### config.mk
export PLATFORM = sky130hd
export DESIGN_NAME = font_glyph_reader
export DESIGN_NICKNAME = d
export VERILOG_FILES = /design/src/rtl/font_glyph_reader.sv
export SDC_FILE = /design/constraint.sdc
export NUM_CORES = 1
export LEC_CHECK = 0
export CORE_ASPECT_RATIO = 1.1
export CORE_MARGIN = 2
export CORE_UTILIZATION = 48
export CTS_CLUSTER_SIZE = 20
export DETAILED_ROUTE_END_ITERATION = 10
export PLACE_DENSITY = 0.85
export SYNTH_ARGS = -nofsm -noshare
export SYNTH_HDL_FRONTEND = slang
export SYNTH_SLANG_ARGS = --single-unit
### constraint.sdc
create_clock -name clk -period 2.74 [get_ports clk]
set_input_delay 0.548 -clock clk [delete_from_list [all_inputs] [get_ports clk]]
set_output_delay 0.548 -clock clk [all_outputs]
set_load 0.05 [all_outputs]
### src/rtl/font_glyph_reader.sv
// font_glyph_reader
//
// Read-side client of the font RAM. Accepts character requests from the
// text-mode pipeline and turns each into one font RAM read. It captures the
// selected glyph byte in a hold buffer, then serialises it MSB-first into a
// pixel stream paced by pix_en. The hold buffer and the shifter form a double
// buffer, so the next glyph is fetched while the current one shifts out.
//
// Optional feature macro: FONT_ATTR_EN
//   defined   : per-glyph {fg,bg} attribute colours the pixels.
//   undefined : req_attr is ignored and pixels are 4'hF / 4'h0.
//
// Ports:
//   clk          system clock, shared with the font RAM
//   rst_n        asynchronous active-low reset
//   req_valid    character request valid
//   req_ready    request accepted when req_valid && req_ready
//   req_char     character code
//   req_row      glyph scanline 0..7
//   req_attr     {fg[7:4], bg[3:0]}, used only with FONT_ATTR_EN
//   font_addr    font RAM read address (registered)
//   font_data    font RAM read data, valid one cycle after font_addr
//   pix_en       pixel strobe, one pixel consumed per asserted cycle
//   pix_valid    pix_color holds a real glyph pixel
//   pix_color    pixel colour index
//   underrun     sticky, set when pix_en finds no pixel available
//   underrun_clr clears underrun, wins over a simultaneous set

module font_glyph_reader #(
   parameter logic [15:0] FONT_BASE            = 16'h0000,
   parameter int          WORDS_PER_GLYPH_LOG2 = 2
) (
   input  logic        clk,
   input  logic        rst_n,
   input  logic        req_valid,
   output logic        req_ready,
   input  logic [7:0]  req_char,
   input  logic [2:0]  req_row,
   input  logic [7:0]  req_attr,
   output logic [15:0] font_addr,
   input  logic [15:0] font_data,
   input  logic        pix_en,
   output logic        pix_valid,
   output logic [3:0]  pix_color,
   output logic        underrun,
   input  logic        underrun_clr
);

   localparam logic [1:0] ST_IDLE = 2'd0;
   localparam logic [1:0] ST_WAIT = 2'd1;
   localparam logic [1:0] ST_CAPT = 2'd2;

   logic [1:0]  state_q,     state_d;
   logic [15:0] font_addr_q, font_addr_d;
   logic        byte_sel_q,  byte_sel_d;
   logic [7:0]  hold_byte_q, hold_byte_d;
   logic        hold_full_q, hold_full_d;
   logic [7:0]  shift_q,     shift_d;
   logic [2:0]  cnt_q,       cnt_d;
   logic        sh_valid_q,  sh_valid_d;
   logic        pix_valid_q, pix_valid_d;
   logic [3:0]  pix_color_q, pix_color_d;
   logic        underrun_q,  underrun_d;

`ifdef FONT_ATTR_EN
   logic [7:0]  req_attr_q,  req_attr_d;
   logic [7:0]  hold_attr_q, hold_attr_d;
   logic [7:0]  sh_attr_q,   sh_attr_d;
   logic [7:0]  cur_attr;
`else
   logic        unused_attr;
   assign unused_attr = ^req_attr;
`endif

   logic        accept;
   logic        capt;
   logic [7:0]  capt_byte;
   logic [15:0] glyph_addr;
   logic        sh_last;
   logic        xfer;
   logic        have_pix;
   logic        cur_bit;
   logic [3:0]  cur_color;

   // Word address of the requested scanline; two scanlines share a 16-bit word.
   // The sum wraps at 16 bits on purpose.
   assign glyph_addr = FONT_BASE
                     + (16'(req_char) << WORDS_PER_GLYPH_LOG2)
                     + 16'(req_row[2:1]);

   // Ready is gated by rst_n so it reads 0 throughout reset and 1 on the
   // very first cycle after release.
   assign req_ready = rst_n && (state_q == ST_IDLE) && !hold_full_q;
   assign accept    = req_valid && req_ready;
   assign capt      = (state_q == ST_CAPT);
   assign capt_byte = byte_sel_q ? font_data[15:8] : font_data[7:0];

   assign font_addr = font_addr_q;
   assign pix_valid = pix_valid_q;
   assign pix_color = pix_color_q;
   assign underrun  = underrun_q;

   // Request FSM: IDLE accepts and launches the read, WAIT covers the RAM's
   // registered read, CAPT is the cycle in which font_data is valid.
   always_comb begin
      state_d     = state_q;
      font_addr_d = font_addr_q;
      byte_sel_d  = byte_sel_q;
`ifdef FONT_ATTR_EN
      req_attr_d  = req_attr_q;
`endif
      case (state_q)
         ST_IDLE: begin
            if (accept) begin
               font_addr_d = glyph_addr;
               byte_sel_d  = req_row[0];
`ifdef FONT_ATTR_EN
               req_attr_d  = req_attr;
`endif
               state_d     = ST_WAIT;
            end
         end
         ST_WAIT: state_d = ST_CAPT;
         ST_CAPT: state_d = ST_IDLE;
         default: state_d = ST_IDLE;
      endcase
   end

   // Hold buffer, shifter and pixel output. The counter stores the number of
   // pixels left minus one, so cnt_q == 0 with sh_valid_q marks the last pixel.
   // When the shifter is empty but the hold buffer is full, the hold MSB is
   // emitted directly and the remaining seven bits are loaded, so a waiting
   // glyph never costs a bubble.
   always_comb begin
      sh_last     = sh_valid_q && (cnt_q == 3'd0);
      xfer        = pix_en && hold_full_q && (!sh_valid_q || sh_last);

      have_pix    = 1'b0;
      cur_bit     = 1'b0;
`ifdef FONT_ATTR_EN
      cur_attr    = 8'h00;
`endif
      if (sh_valid_q) begin
         have_pix = 1'b1;
         cur_bit  = shift_q[7];
`ifdef FONT_ATTR_EN
         cur_attr = sh_attr_q;
`endif
      end else if (hold_full_q) begin
         have_pix = 1'b1;
         cur_bit  = hold_byte_q[7];
`ifdef FONT_ATTR_EN
         cur_attr = hold_attr_q;
`endif
      end

`ifdef FONT_ATTR_EN
      cur_color = cur_bit ? cur_attr[7:4] : cur_attr[3:0];
`else
      cur_color = {4{cur_bit}};
`endif

      shift_d     = shift_q;
      cnt_d       = cnt_q;
      sh_valid_d  = sh_valid_q;
`ifdef FONT_ATTR_EN
      sh_attr_d   = sh_attr_q;
`endif
      pix_valid_d = pix_valid_q;
      pix_color_d = pix_color_q;

      if (pix_en) begin
         pix_valid_d = have_pix;
         pix_color_d = have_pix ? cur_color : 4'h0;
         if (sh_valid_q && !sh_last) begin
            shift_d = {shift_q[6:0], 1'b0};
            cnt_d   = cnt_q - 3'd1;
         end else if (xfer) begin
            sh_valid_d = 1'b1;
`ifdef FONT_ATTR_EN
            sh_attr_d  = hold_attr_q;
`endif
            if (sh_valid_q) begin
               shift_d = hold_byte_q;
               cnt_d   = 3'd7;
            end else begin
               shift_d = {hold_byte_q[6:0], 1'b0};
               cnt_d   = 3'd6;
            end
         end else begin
            sh_valid_d = 1'b0;
            shift_d    = 8'h00;
            cnt_d      = 3'd0;
         end
      end

      // A capture and a transfer in the same cycle leave the buffer full.
      hold_full_d = capt || (hold_full_q && !xfer);
      hold_byte_d = capt ? capt_byte : hold_byte_q;
`ifdef FONT_ATTR_EN
      hold_attr_d = capt ? req_attr_q : hold_attr_q;
`endif

      underrun_d  = underrun_clr ? 1'b0 : (underrun_q || (pix_en && !have_pix));
   end

   // State registers, all cleared by the asynchronous reset.
   always_ff @(posedge clk or negedge rst_n) begin
      if (!rst_n) begin
         state_q     <= ST_IDLE;
         font_addr_q <= FONT_BASE;
         byte_sel_q  <= 1'b0;
         hold_byte_q <= 8'h00;
         hold_full_q <= 1'b0;
         shift_q     <= 8'h00;
         cnt_q       <= 3'd0;
         sh_valid_q  <= 1'b0;
         pix_valid_q <= 1'b0;
         pix_color_q <= 4'h0;
         underrun_q  <= 1'b0;
`ifdef FONT_ATTR_EN
         req_attr_q  <= 8'h00;
         hold_attr_q <= 8'h00;
         sh_attr_q   <= 8'h00;
`endif
      end else begin
         state_q     <= state_d;
         font_addr_q <= font_addr_d;
         byte_sel_q  <= byte_sel_d;
         hold_byte_q <= hold_byte_d;
         hold_full_q <= hold_full_d;
         shift_q     <= shift_d;
         cnt_q       <= cnt_d;
         sh_valid_q  <= sh_valid_d;
         pix_valid_q <= pix_valid_d;
         pix_color_q <= pix_color_d;
         underrun_q  <= underrun_d;
`ifdef FONT_ATTR_EN
         req_attr_q  <= req_attr_d;
         hold_attr_q <= hold_attr_d;
         sh_attr_q   <= sh_attr_d;
`endif
      end
   end

endmodule

==> metrics <==
CP max FO=2; CTS tree=done; io pins=63; Starting Density=0.495; CP endpoint kind=output pin; DRT Wirelength=3360 um; drt first pass iters=5; GRT met3 Usage=0.0567; Placer Congestion=0.778; total grt overflow=0; startpoint type of the worst setup path=input pin; CP required=2190 ps; Data arrival, critical path=roughly 1500 ps; critical-path cell list=clkdlybuf4s50_1 -> nor4b_4 -> buf_12; Num CTS Buffers=5; Slew @ Worst Pin=567 ps; dpl hpwl=~2300 um; WL/cell=13.3 um; vias per cell=between 5 and 6; Antenna Cells=0; max_cap viols=0; synthesized instance count=between 150 and 200; worst hold path class=register to register; number of antenna violations at the first check in global routing=0; Pint=1.63 mW; Clock Pin Slew Worst Setup and Hold Paths=about 70 ps; FF+latch count, synth=37; M1 GR Usage=0.236; setup violators final=0; die width=around 62 um; post-route antenna net violation count=0; Post-CTS Resized=0; critical path class=input pin to output pin; total core area=3600 um2; hold depth=2; vias in the first global route=~1300; M2 GR Usage=0.301; layout cells sized above 1=0.118; clock sink count=37; Tcrit/Tclk final=0.753; Cell Area, Synth=about 1800 um2; area grow syn2layout=33.1%; Tmin final=between 2000 and 2500 ps; largest net degree at the start of global routing=38; CP peak stage delay=between 400 and 500 ps; Pleak=roughly 1.1 nW; Layout Nets=244; Clk Latency, worst-skew pair=slightly below 300 ps; first-pass GRT wire length=5730 um; R2R depth=6; PwrDens=about 1200 nW/um2; first-iteration detailed-routing DRC count=19; Distinct cells, synth=28; GRT Max-Usage Layer=met2; row count=23; Gate power share=0.452; RSZ-0062 raised after global routing=false; proportion of power drawn by flip-flops and latches=0.370; TNS Setup=0 ps; Max-slew headroom=0.622; largest buffer count on any clock path=2; Post-CTS Repair Setup Buffers=0; proportion of synthesized chip area in sequential cells=0.520; Final Hold Vio Count=0; Vias=~1300; mean post-synth cell area=around 11 um2; utilization after layout=0.659; cts hold-fix bufs=0; Fmax achieved=around 480 MHz; GR Util All Layers=0.189; Die Span Y=a little under 70 um; final routed DRC violation total=0; clock root cell=clkbuf_8; htree depth=2; Psw=~1.1 mW; Yosys warning count=0; clock share of power=0.177; IO Port Bufs=48; Die Footprint=between 4000 and 5000 um2; Pins Over Slew Limit=0; clock skew=between 5 and 6 ps; slowest stage cell, crit path=clkdlybuf4s50_1; outcome=finished clean; VDD IR max=around 860 uV; switch share=0.406
==> cell type report <==
| type | instances | area, um2 |
|---|---|---|
| timing repair buffer | 50 | 505 |
| fill | 260 | 1220 |
| multi-input combinational | 103 | 739 |
| clock buffer | 6 | 82.6 |
| inverter | 5 | 18.8 |
| sequential | 37 | 926 |
| tap | 50 | 62.6 |
| clock inverter | 2 | 37.5 |
==> power groups by stage <==
| stage | registers, mW | logic, mW | clock network, mW |
|---|---|---|---|
| after floorplan | 1.23 | 0.683 | 0 |
| after global placement | 1.01 | 1.21 | 0 |
| after detailed placement | 1.01 | 1.24 | 0 |
| after CTS | 1.01 | 1.25 | 0.499 |
| after global routing | 1.05 | 1.34 | 0.519 |
| final | 1.01 | 1.24 | 0.485 |
==> worst max-delay path: cells and delay by family <==
| family | cells | cell delay (ps) |
|---|---|---|
| buffers and inverters | 2 | 660 |
| AND/OR/NAND/NOR | 1 | 300 |
==> kinds of logic after synthesis <==
kind of cell	synth area share
adders and majority gates	0.0140
other	0.00210
AOI/OAI and AO/OA	0.119
muxes	0.133
and+or+nand+nor	0.136
DFF	0.520
buffers and inverters	0.0758
==> synth_stat cells, drive strengths merged <==
library cell / n / area share
clkbuf: 7 / 0.015
a221o: 7 / 0.039
o2bb2ai: 1 / 0.0049
a21oi: 7 / 0.020
nand2b: 9 / 0.032
nor3b: 1 / 0.0042
ha: 2 / 0.014
nand3: 8 / 0.022
clkinv: 1 / 0.0021
and2: 1 / 0.0035
nor2: 5 / 0.011
a31oi: 3 / 0.011
inv: 4 / 0.0084
dfrtp: 37 / 0.52
o211ai: 2 / 0.0084
a22o: 1 / 0.0049
mux2i: 8 / 0.045
o21ai: 11 / 0.031
nor4b: 1 / 0.013
buf: 11 / 0.051
conb: 1 / 0.0021
nor2b: 2 / 0.0070
nand3b: 3 / 0.013
mux2: 11 / 0.088
nand2: 14 / 0.031
==> worst paths after layout <==
| path | from | end | slack, ps |
|---|---|---|---|
| max | rst_n | req_ready | 680 |
| min | pix_valid | pix_valid | 500 |
| max reg2reg | cnt_q[0] | shift_q[3] | 840 |
| min reg2reg | pix_valid | pix_valid | 500 |
| max in group asynchronous | rst_n | hold_byte_q[4] | 1700 |
| min in group asynchronous | rst_n | state_q[0] | 710 |
==> cells in the final DEF, fill, tap and decap left out, types with 4 or more instances in the layout <==
master | Yosys | final
a21oi_1 | 7 | 7
a221o_1 | 7 | 7
clkbuf_8 | 0 | 6
clkdlybuf4s50_1 | 0 | 47
conb_1 | 1 | 6
dfrtp_1 | 37 | 37
inv_1 | 4 | 4
mux2_4 | 9 | 9
mux2i_1 | 8 | 8
nand2_1 | 13 | 13
nand2b_1 | 9 | 9
nand3_1 | 8 | 8
nor2_1 | 5 | 5
o21ai_0 | 11 | 11
==> registers in the layout (all words and copies together) (netlist names) <==
signal       cells
underrun         1
font_addr       10
hold_byte_q      8
state_q          2
hold_full_q      1
sh_valid_q       1
shift_q          8
pix_valid        1
cnt_q            3
pix_color        1
byte_sel_q       1
==> per-layer routing <==
metal	share of wire	up-vias
li1	-	624
met1	0.42	615
met2	0.49	45
met4	0.015	0
met3	0.070	6
met5	0	-
==> per-stage QoR <==
stage / setup slack (ps) / cell area (um2) / instances / total power, mW / hold slack [ps]
4_1_cts: 658 / 2370 / 253 / 2.77 / 498
3_3_place_gp: 622 / 2250 / 245 / 2.22 / 468
5_1_grt: 619 / 2370 / 253 / 2.90 / 534
2_1_floorplan: 798 / 1800 / 163 / 1.91 / 252
3_5_place_dp: 597 / 2250 / 245 / 2.25 / 482
6_report: 677 / 2370 / 253 / 2.74 / 496
Power figures use the tool's default switching activity.
